[config.mk]
export PLATFORM = sky130hd
export DESIGN_NAME = rst_seq
export DESIGN_NICKNAME = d
export VERILOG_FILES = /design/src/rtl/rst_seq_pkg.sv /design/src/rtl/rst_seq_cnt.sv /design/src/rtl/rst_seq.sv
export SDC_FILE = /design/constraint.sdc
export NUM_CORES = 1
export LEC_CHECK = 0
export CORE_ASPECT_RATIO = 0.7
export CORE_UTILIZATION = 51
export DETAILED_ROUTE_END_ITERATION = 12
export PLACE_DENSITY = 0.86
export RECOVER_POWER = 25
export SLEW_MARGIN = 20
export SYNTH_ARGS = -nofsm -noshare
export SYNTH_HDL_FRONTEND = slang
export SYNTH_SLANG_ARGS = --single-unit
[constraint.sdc]
create_clock -name clk -period 1.9 [get_ports clk]
set_input_delay 0.38 -clock clk [delete_from_list [all_inputs] [get_ports clk]]
set_output_delay 0.38 -clock clk [all_outputs]
set_load 0.1 [all_outputs]
[src/rtl/rst_seq_pkg.sv]
// rtl/rst_seq_pkg.sv - shared state type and default parameters for the reset sequencer
package rst_seq_pkg;

    localparam int DEF_NUM_DOM     = 3;
    localparam int DEF_HOLD_CYC    = 16;
    localparam int DEF_ACK_TIMEOUT = 255;

    typedef enum logic [1:0] {
        SEQ_HOLD,
        SEQ_WAIT_ACK,
        SEQ_DONE,
        SEQ_ERR
    } seq_state_t;

    function automatic int max_int(input int a, input int b);
        return (a > b) ? a : b;
    endfunction

endpackage

[src/rtl/rst_seq_cnt.sv]
// rtl/rst_seq_cnt.sv - saturating loadable up-counter with clear and terminal compare
module rst_seq_cnt #(
    parameter int W = 8
) (
    input  logic         clk,
    input  logic         rst,
    input  logic         clr,
    input  logic         load,
    input  logic [W-1:0] load_val,
    input  logic         inc,
    input  logic [W-1:0] term_val,
    output logic         at_term
);

    logic [W-1:0] cnt;

    // Saturates at all-ones so a long stall can never alias back to zero.
    always_ff @(posedge clk or posedge rst) begin
        if (rst) begin
            cnt <= '0;
        end else if (clr) begin
            cnt <= '0;
        end else if (load) begin
            cnt <= load_val;
        end else if (inc && (cnt != '1)) begin
            cnt <= cnt + W'(1);
        end
    end

    assign at_term = (cnt == term_val);

endmodule

[src/rtl/rst_seq.sv]
// rtl/rst_seq.sv - releases downstream reset domains in order, one per ack, with hold and timeout
module rst_seq
    import rst_seq_pkg::*;
#(
    parameter int NUM_DOM     = DEF_NUM_DOM,
    parameter int HOLD_CYC    = DEF_HOLD_CYC,
    parameter int ACK_TIMEOUT = DEF_ACK_TIMEOUT
) (
    input  logic                       clk,
    input  logic                       rst,
    input  logic                       sw_rst_req,
    input  logic [NUM_DOM-1:0]         dom_ack,
    output logic [NUM_DOM-1:0]         dom_rst_n,
    output logic                       seq_done,
    output logic                       seq_err,
    output logic [$clog2(NUM_DOM)-1:0] err_dom
);

    localparam int IW = $clog2(NUM_DOM);
    localparam int CW = $clog2(max_int(HOLD_CYC, ACK_TIMEOUT) + 1);
    localparam logic [IW-1:0] LAST = IW'(NUM_DOM - 1);

    seq_state_t    state;
    logic [IW-1:0] idx;
    logic [IW-1:0] first_drop;
    logic [CW-1:0] term_val;
    logic          cur_ack;
    logic          at_term;
    logic          cnt_clr;
    logic          cnt_inc;

    assign cur_ack  = dom_ack[idx];
    assign term_val = (state == SEQ_HOLD) ? CW'(HOLD_CYC - 1) : CW'(ACK_TIMEOUT);

    always_comb begin
        first_drop = '0;
        for (int i = NUM_DOM - 1; i >= 0; i--) begin
            if (!dom_ack[i]) first_drop = IW'(i);
        end
    end

    always_comb begin
        cnt_clr = 1'b1;
        cnt_inc = 1'b0;
        if (!sw_rst_req) begin
            case (state)
                SEQ_HOLD: begin
                    cnt_clr = at_term;
                    cnt_inc = !at_term;
                end
                SEQ_WAIT_ACK: begin
                    cnt_clr = cur_ack;
                    cnt_inc = !cur_ack && !at_term;
                end
                default: ;
            endcase
        end
    end

    rst_seq_cnt #(.W(CW)) u_cnt (
        .clk      (clk),
        .rst      (rst),
        .clr      (cnt_clr),
        .load     (1'b0),
        .load_val ('0),
        .inc      (cnt_inc),
        .term_val (term_val),
        .at_term  (at_term)
    );

    always_ff @(posedge clk or posedge rst) begin
        if (rst) begin
            state     <= SEQ_HOLD;
            idx       <= '0;
            dom_rst_n <= '0;
            seq_done  <= 1'b0;
            seq_err   <= 1'b0;
            err_dom   <= '0;
        end else if (sw_rst_req) begin
            state     <= SEQ_HOLD;
            idx       <= '0;
            dom_rst_n <= '0;
            seq_done  <= 1'b0;
            seq_err   <= 1'b0;
            err_dom   <= '0;
        end else begin
            case (state)
                SEQ_HOLD: begin
                    if (at_term) begin
                        idx          <= '0;
                        dom_rst_n[0] <= 1'b1;
                        state        <= SEQ_WAIT_ACK;
                    end
                end
                SEQ_WAIT_ACK: begin
                    if (cur_ack) begin
                        if (idx == LAST) begin
                            seq_done <= 1'b1;
                            state    <= SEQ_DONE;
                        end else begin
                            dom_rst_n[idx + IW'(1)] <= 1'b1;
                            idx                     <= idx + IW'(1);
                        end
                    end else if (at_term) begin
                        seq_err   <= 1'b1;
                        err_dom   <= idx;
                        dom_rst_n <= '0;
                        state     <= SEQ_ERR;
                    end
                end
                SEQ_DONE: begin
                    if (!(&dom_ack)) begin
                        seq_done  <= 1'b0;
                        seq_err   <= 1'b1;
                        err_dom   <= first_drop;
                        dom_rst_n <= '0;
                        state     <= SEQ_ERR;
                    end
                end
                default: ;
            endcase
        end
    end

endmodule

==> impl_metrics.env <==
export IMPL_report_final_slew_viol_count=0
export IMPL_fmax_mhz=507.5
export IMPL_grt_pass1_vias=1294
export IMPL_max_cap_viol_count=0
export IMPL_seq_area_frac_synth=0.3561
export IMPL_n_antenna_cell=0
export IMPL_finalSetupTns_ns=-0.4142
export IMPL_cp_depth=6
export IMPL_crit_start="u_cnt.cnt[5]"
export IMPL_routed_via_density=6.299
export IMPL_clock_sinks=19
export IMPL_grt_max_degree=20
export IMPL_syn_avg_cell_area_um2=9.271
export IMPL_clk_latency_ns=0.26
export IMPL_period_share=1.037
export IMPL_cp_required_ns=2.08
export IMPL_powerDensity_nw_per_um2=720.8
export IMPL_async_flop_share=1.000
export IMPL_cp_end_kind="flop"
export IMPL_ctsLongestPathBuffers=2
export IMPL_hp_class="reg2reg"
export IMPL_timing_rr_start="u_cnt.cnt[5]"
export IMPL_placed_area_um2=1734
export IMPL_hold_viol=0
export IMPL_finalSetupViolations=13
export IMPL_ios=13
export IMPL_die_area_um2=2829
export IMPL_drt_pass1_iterations=5
export IMPL_timing_rr_end="dom_rst_n[0]"
export IMPL_post_route_drc_count=0
export IMPL_final_setup_worst_slack_ns=-0.07047
export IMPL_yosysMostFrequentCell="dfrtp_1"
export IMPL_dpl_hpwl_um=2910
export IMPL_dp_cells=217
export IMPL_finalClockSkew_ns=0.002185
export IMPL_rows=15
export IMPL_routedWlPerCell_um=18.11
export IMPL_cts_tree="built"
export IMPL_arrival_ns=2.15
export IMPL_synth_common_cells="dfrtp_1, a21oi_1, nor2_1, inv_1"
export IMPL_portBuffers=12
export IMPL_wirelength_um=4057
export IMPL_gp_congestion=0.8894
export IMPL_fillers=167
export IMPL_antenna_found_initial=0
export IMPL_violations="negative setup slack"
export IMPL_leakage_nw=0.8199
export IMPL_p_total_mw=1.364
export IMPL_post_route_min_period_ns=1.970
export IMPL_critPathTopFamily="compound AO/OA/AOI/OAI gates"
export IMPL_final_cell_area_um2=1892
export IMPL_synth_cell_types=46
export IMPL_drive_above_1_share=0.3632
export IMPL_yosys_top_cells_area="dfrtp_1, ha_1, a21oi_1"
export IMPL_core_area_um2=2477
export IMPL_dominantRegCellSynth="dfrtp_1"
export IMPL_synth_top_area_cell="dfrtp_1"
export IMPL_final_nets=205
export IMPL_initial_utilization=0.5389
export IMPL_cp_slowest_stage_delay_ns=0.58
export IMPL_ys_warn_count=0
export IMPL_synth_area_um2=1335
export IMPL_track_usage=0.2875
export IMPL_area_growth_synth_to_final_pct=41.71
export IMPL_ant_nets=0
export IMPL_critPathKind="reg2reg"
export IMPL_regToRegSetupSlack_ns=-0.07
export IMPL_cts_root_buf="clkbuf_8"
export IMPL_grt_pass1_wl_um=6023
export IMPL_grt_setup_unrepaired="yes"
export IMPL_crit_path_cell_trace="or4_4, buf_6, o21ai_4, a21oi_1, a211oi_1, a2bb2oi_1"
export IMPL_htree_levels=1
export IMPL_startpoint_type="flop"
export IMPL_tightest_slew_ns=1.072
export IMPL_die_y_um=44.81
export IMPL_path_clk_slew_ns=0.07
export IMPL_worst_path_max_fanout=3
export IMPL_synth_edf_count=0
export IMPL_critPathBufInv=1
export IMPL_hold_ws_ns=0.5073
export IMPL_synthCells=144
export IMPL_utilization=0.7636
export IMPL_reg2reg_depth=6
export IMPL_final_cells=224
export IMPL_num_vias=1411
export IMPL_cp_slowest_cell="or4_4"
export IMPL_pre_cts_ws_ns=-0.3394
export IMPL_synth_fp_nets=158
export IMPL_grt_overflow_total=0
export IMPL_outcome="complete, but fails checks"
export IMPL_vdd_drop_max_v=0.0007998
export IMPL_cts_buffers_inserted=3
export IMPL_endpoint="dom_rst_n[0]"
export IMPL_die_w_um=63.15
export IMPL_ctsHoldBuffers=0
export IMPL_ys_ff_latch=19
export IMPL_synth_top_area_share=0.3561
export IMPL_drtIter0Drc=144
export IMPL_relSlewSlack=0.2853
registers in the layout, indices dropped and copies added, names as in the netlist:
signal / cells
u_cnt.cnt: 8
seq_err: 1
seq_done: 1
err_dom: 2
idx: 2
dom_rst_n: 3
state: 2
worst min path at each step:
stage	from	end	slack (ns)	cells after the start
2_1_floorplan	rst	dom_rst_n[0]	0.33	1
3_3_place_gp	err_dom[0]	err_dom[0]	0.47	1
3_5_place_dp	err_dom[0]	err_dom[0]	0.48	1
4_1_cts	rst	idx[1]	0.46	3
5_1_grt	seq_err	seq_err	0.51	1
6_report	seq_err	seq_err	0.51	1
cell usage in the layout, fill, tap and decap left out, types with 3 or more instances in the layout:
cell type and n:
clkbuf_8 3, or3_1 5, inv_1 7, nand2_1 8
o311ai_0 3, dfrtp_1 19, buf_12 3, o21a_1 3
nand4_1 3, nor2_1 10, o21ai_0 5, nand2b_1 4
a21oi_1 13, clkdlybuf4s50_1 4, a211oi_2 3, ha_1 5
buf_4 35, nand3b_1 3
per-layer routing:
layer	wire, µm	GRT usage	vias to the layer above
li1	-	-	625
met1	1647	0.3567	668
met2	1900	0.4946	87
met3	334	0.07071	31
met4	175	0.1116	0
met5	0	0	-
power breakdown:
group,internal [mW],switching (mW)
Combinational,0.245,0.359
Clock,0.146,0.139
Sequential,0.439,0.0357
Total,0.830,0.534
final cells by class:
class	count	area [µm²]	share of cell area
multi-input combinational	112	894.6	0.4729
sequential	19	475.5	0.2513
timing repair buffer	46	399.1	0.2110
tap	34	42.54	0.02249
clock buffer	3	41.29	0.02183
inverter	9	33.78	0.01786
clock inverter	1	5.005	0.002646
kinds of logic after synthesis:
group / after synthesis / synth area share
multiplexers: 7 / 0.07404
XOR/XNOR: 2 / 0.01312
AND/OR/NAND/NOR: 47 / 0.1959
AO/OA/AOI/OAI: 47 / 0.2371
adder cells (fa/ha/maj): 8 / 0.07498
buffers and inverters: 14 / 0.04873
flip-flops: 19 / 0.3561
what timing repair did:
item,in CTS,in global routing
buffers inserted,0,2
gates resized for setup,9,13
setup endpoints to repair,15,18
gates cloned,1,0
pin swaps,6,4
No activity file was read; power rests on OpenSTA's default activity.
==> edit 1, RTL diff (same flow settings) <==
Change the package constant `DEF_ACK_TIMEOUT` from 255 to 510.
--- a/src/rtl/rst_seq_pkg.sv
+++ b/src/rtl/rst_seq_pkg.sv
@@ -5,3 +5,3 @@
     localparam int DEF_HOLD_CYC    = 16;
-    localparam int DEF_ACK_TIMEOUT = 255;
+    localparam int DEF_ACK_TIMEOUT = 510;
 
Function: no difference found for any inputs over 10 cycles, from zero or initial values and one cycle with rst high; that may be too few to reach the edited logic, so the function may still have changed.
==> edit 1 against the original RTL <==
- the run still ends with negative setup slack left
- routed wire length rose by 24%
- via count increased by 12%
- hold slack improved by 5.5 ps
- area after synthesis rose by 2.8%
- utilization rose by 11 points
- sequential cell count up 1
- cell area is 15% higher
- worst setup slack got worse by 240 ps
- critical path depth is 2 higher
- die area rose by 2.7%
- maximum frequency shrank 11%
Power is not compared: it rests on default switching activity, and its combinational part moved more than twofold at a synthesized area within 25%.
==> edit 1: results (changes against the original RTL) <==
Logic synthesis
  • XOR/XNOR Fraction of Synth Area: 1.28% (was 1.31%)
  • Adder-cell share of the synthesized area: 8.20% (was 7.50%)
  • Net Count, Synth: 168 (was 158)
  • Sequential share of the synthesized area: 36.5% (was 35.6%)
  • Synth Area in Compound Gates: 19.3% (was 23.7%)
  • Syn Area/Cell: 8.97 um^2 (was 9.27 um^2)
  • Synth unique cells: 41 (was 46)
  • Top cells by area, synth: dfrtp_1 (36%), ha_1 (8.2%), a21oi_1 (5.8%) (was dfrtp_1 (36%), ha_1 (7.5%), a21oi_1 (5.2%))
  • Mux cell area share after synthesis: 5.56% (was 7.40%)

Worst setup path
  • FF-to-FF path depth: 8 (was 6)
  • Crit path largest cell delay: 470 ps (was 580 ps)
  • CP arrival: 2410 ps (was 2150 ps)
  • R2r endpoint: u_cnt.cnt[6]$_DFFE_PP0P_ (was dom_rst_n[0]$_DFFE_PP0P_)
  • Worst reg2reg startpoint: u_cnt.cnt[1]$_DFFE_PP0P_ (was u_cnt.cnt[5]$_DFFE_PP0P_)
  • Worst Setup SP: u_cnt.cnt[1]$_DFFE_PP0P_ (was u_cnt.cnt[5]$_DFFE_PP0P_)
  • Worst Path Max Fanout: 6 (was 3)

Global route
  • Total track usage: 32.3% (was 28.7%)
  • First-pass GRT wire length: 6.78 mm (was 6.02 mm)
  • Number of global-route vias before repair: 1430 (was 1294)

Timing
  • Setup TNS: -2920 ps (was -414 ps)
  • Setup violators final: 17 (was 13)
  • Worst setup margin: -309 ps (was -70.5 ps)
  • Worst Skew: 11.0 ps (was 2.19 ps)

Run status
  • Status: finished with violations (unchanged)
  • Failing checks: negative setup slack (unchanged)

Power
  • Total chip power: 0.00270 W

Finish
  • Share of cells above drive strength 1: 51.9% (was 36.3%)
  • Clock buf/inv share: 1.89% (was 2.45%)
  • Largest registers: u_cnt.cnt x9, dom_rst_n x3 (was u_cnt.cnt x8, dom_rst_n x3)
  • Comb_multi_in: 118 (was 112)
  • Signal buffers: 62 (was 46)
  • Nets: 229 (was 205)
  • Area of the multi-input gates: 1040 um^2 (was 895 um^2)
  • Non-clk buf share: 24.2% (was 21.1%)
  • Non-filler cells, final: 246 (was 224)

Clock network
  • Post-CTS Resized: 29 (was 9)
  • Postcts setup bufs: 8 (was 0)
  • Clock sinks: 20 (was 19)

Detailed routing
  • Wire length per cell: 20.5 um (was 18.1 um)
  • First-pass DRT Iterations: 4 (was 5)
==> edit 1: cell count changes after synthesis, moves of 3 or more <==
cell / delta
a211oi_1: -4
a21o_1: -3
a31oi_1: +8
mux2_1: -3
mux2_2: +5
nand2_1: +7
nor2_1: -5
nor4_1: +3
o21a_1: -3
o311ai_0: -3
==> edit 1: cell families (layout without fill, tap and decap cells) <==
kind of cell | after synthesis | after routing
buf+inv | 15 | 74
simple gates | 57 | 57
mux | 7 | 7
flops | 20 | 20
compound gates | 43 | 43
xor+xnor | 2 | 2
fa+ha+maj | 9 | 9
==> edit 1: stage by stage <==
stage	hold WS, ps	cell area [um^2]
2_1_floorplan	344	1400
3_3_place_gp	490	1830
3_5_place_dp	501	1830
4_1_cts	453	2040
5_1_grt	529	2180
6_report	513	2180
==> edit 1: layer usage <==
metal	vias up	global-route usage, %	wire [um]
met2	116	52.6	2330
met4	0	14.5	206
met5	-	0	0
li1	678	-	-
met3	30	10.5	491
met1	762	40.0	2000
==> edit 2, RTL diff (same flow settings) <==
Made on the original files. Make the reset (`rst`) synchronous in 2 clocked blocks.
--- a/src/rtl/rst_seq_cnt.sv
+++ b/src/rtl/rst_seq_cnt.sv
@@ -17,3 +17,3 @@
     // Saturates at all-ones so a long stall can never alias back to zero.
-    always_ff @(posedge clk or posedge rst) begin
+    always_ff @(posedge clk) begin
         if (rst) begin
--- a/src/rtl/rst_seq.sv
+++ b/src/rtl/rst_seq.sv
@@ -70,3 +70,3 @@
 
-    always_ff @(posedge clk or posedge rst) begin
+    always_ff @(posedge clk) begin
         if (rst) begin
Check against the original RTL: no difference found for any inputs over 10 cycles, from zero or initial values and one cycle with rst high; that may be too few to reach the edited logic, so the function may still have changed.
==> edit 2 against the original RTL <==
- highest routed layer unchanged
- cell area is 11% lower
- critical endpoint is now err_dom[1]$_SDFFE_PP0P_
- area after synthesis is 9.8% lower
- largest cell class unchanged
- worst setup slack worse by 40 ps
- the run still ends with negative setup slack left
- critical path depth stayed put
- sequential cell count stayed put
- final cell count is 1.8% lower
- routed wire length is 17% lower
Power is not compared: it rests on default switching activity, and its combinational part moved more than twofold at a synthesized area within 25%.
==> edit 2: results (changes against the original RTL) <==
Timing
  • Setup violators final: 10 (was 13)
  • Setup TNS: -345 ps (was -414 ps)
  • Slew at the pin with the worst max-slew slack: 625 ps (was 1070 ps)
  • Worst setup margin: -110 ps (was -70.5 ps)
  • Hold_ws: 487 ps (was 507 ps)

Finish
  • Final instance area: 1680 um^2 (was 1890 um^2)
  • Fillers: 151 (was 167)
  • Share of cells above drive strength 1: 37.2% (was 36.3%)

Place
  • Placement Cell Area: 1570 um^2 (was 1730 um^2)
  • DP HPWL: 2.55 mm (was 2.91 mm)
  • # placed instances: 212 (was 217)
  • Final Wtd Congestion: 0.901 (was 0.889)

Min path
  • Worst Hold Depth: 2 (was 1)

Run status
  • Status: finished with violations (unchanged)
  • Failing checks: negative setup slack (unchanged)

Logic synthesis
  • Syn Area/Cell: 8.42 um^2 (was 9.27 um^2)
  • Top cells by area, synth: dfxtp_1 (32%), ha_1 (9.4%), nor2_1 (5.0%) (was dfrtp_1 (36%), ha_1 (7.5%), a21oi_1 (5.2%))
  • Synth Area in Compound Gates: 26.0% (was 23.7%)
  • XOR/XNOR Fraction of Synth Area: 2.18% (was 1.31%)
  • Post-synth ARST share: 0% (was 100%)

Clock network
  • Worst-path clk slew: 110 ps (was 70 ps)
  • Clock root buffer: clkbuf_4 (was clkbuf_8)

Global route
  • Met2 Usage GRT: 45.3% (was 49.5%)
  • Grt met3 use: 7.10% (was 7.07%)
  • First-pass GRT wire length: 5.35 mm (was 6.02 mm)

Worst setup path
  • Slowest CP cell: or4b_4 (was or4_4)
  • CP arrival: 2200 ps (was 2150 ps)
  • Worst Setup SP: state[0]$_SDFFE_PP0P_ (was u_cnt.cnt[5]$_DFFE_PP0P_)
  • Crit path largest cell delay: 490 ps (was 580 ps)
  • Worst Path Max Fanout: 4 (was 3)

Detailed routing
  • First-pass DRT Iterations: 4 (was 5)
  • Wire length per cell: 15.4 um (was 18.1 um)
  • M1 WL: 1.52 mm (was 1.65 mm)
  • DRT Wirelength: 3.38 mm (was 4.06 mm)
  • Routed wire length on met3: 237 um (was 334 um)
  • Via count: 1317 (was 1411)
edit 2: cell count changes after synthesis, moves of 3 or more:
| cell | delta |
|---|---|
| a211oi_1 | -3 |
| a21o_1 | -3 |
| a21oi_1 | -5 |
| dfrtp_1 | -19 |
| dfxtp_1 | +19 |
| mux2_1 | -3 |
| nor2_1 | +6 |
| o21ai_0 | +3 |
| o21ai_1 | -3 |
edit 2: final cells by class:
| cell class | count | area, um^2 | area share (%) |
|---|---|---|---|
| Clock buffer | 4 | 26.3 | 1.56 |
| Inverter | 7 | 28.8 | 1.71 |
| Multi-Input combinational cell | 114 | 861 | 51.2 |
| Sequential cell | 19 | 387 | 23.0 |
| Tap cell | 32 | 40.0 | 2.38 |
| Timing Repair Buffer | 44 | 338 | 20.1 |
edit 2: timing repair:
item / in CTS / in global routing
pin swaps: 7 / 3
setup buffers: 3 / 1
resized for setup: 7 / 13
endpoints found under the setup margin: 12 / 19
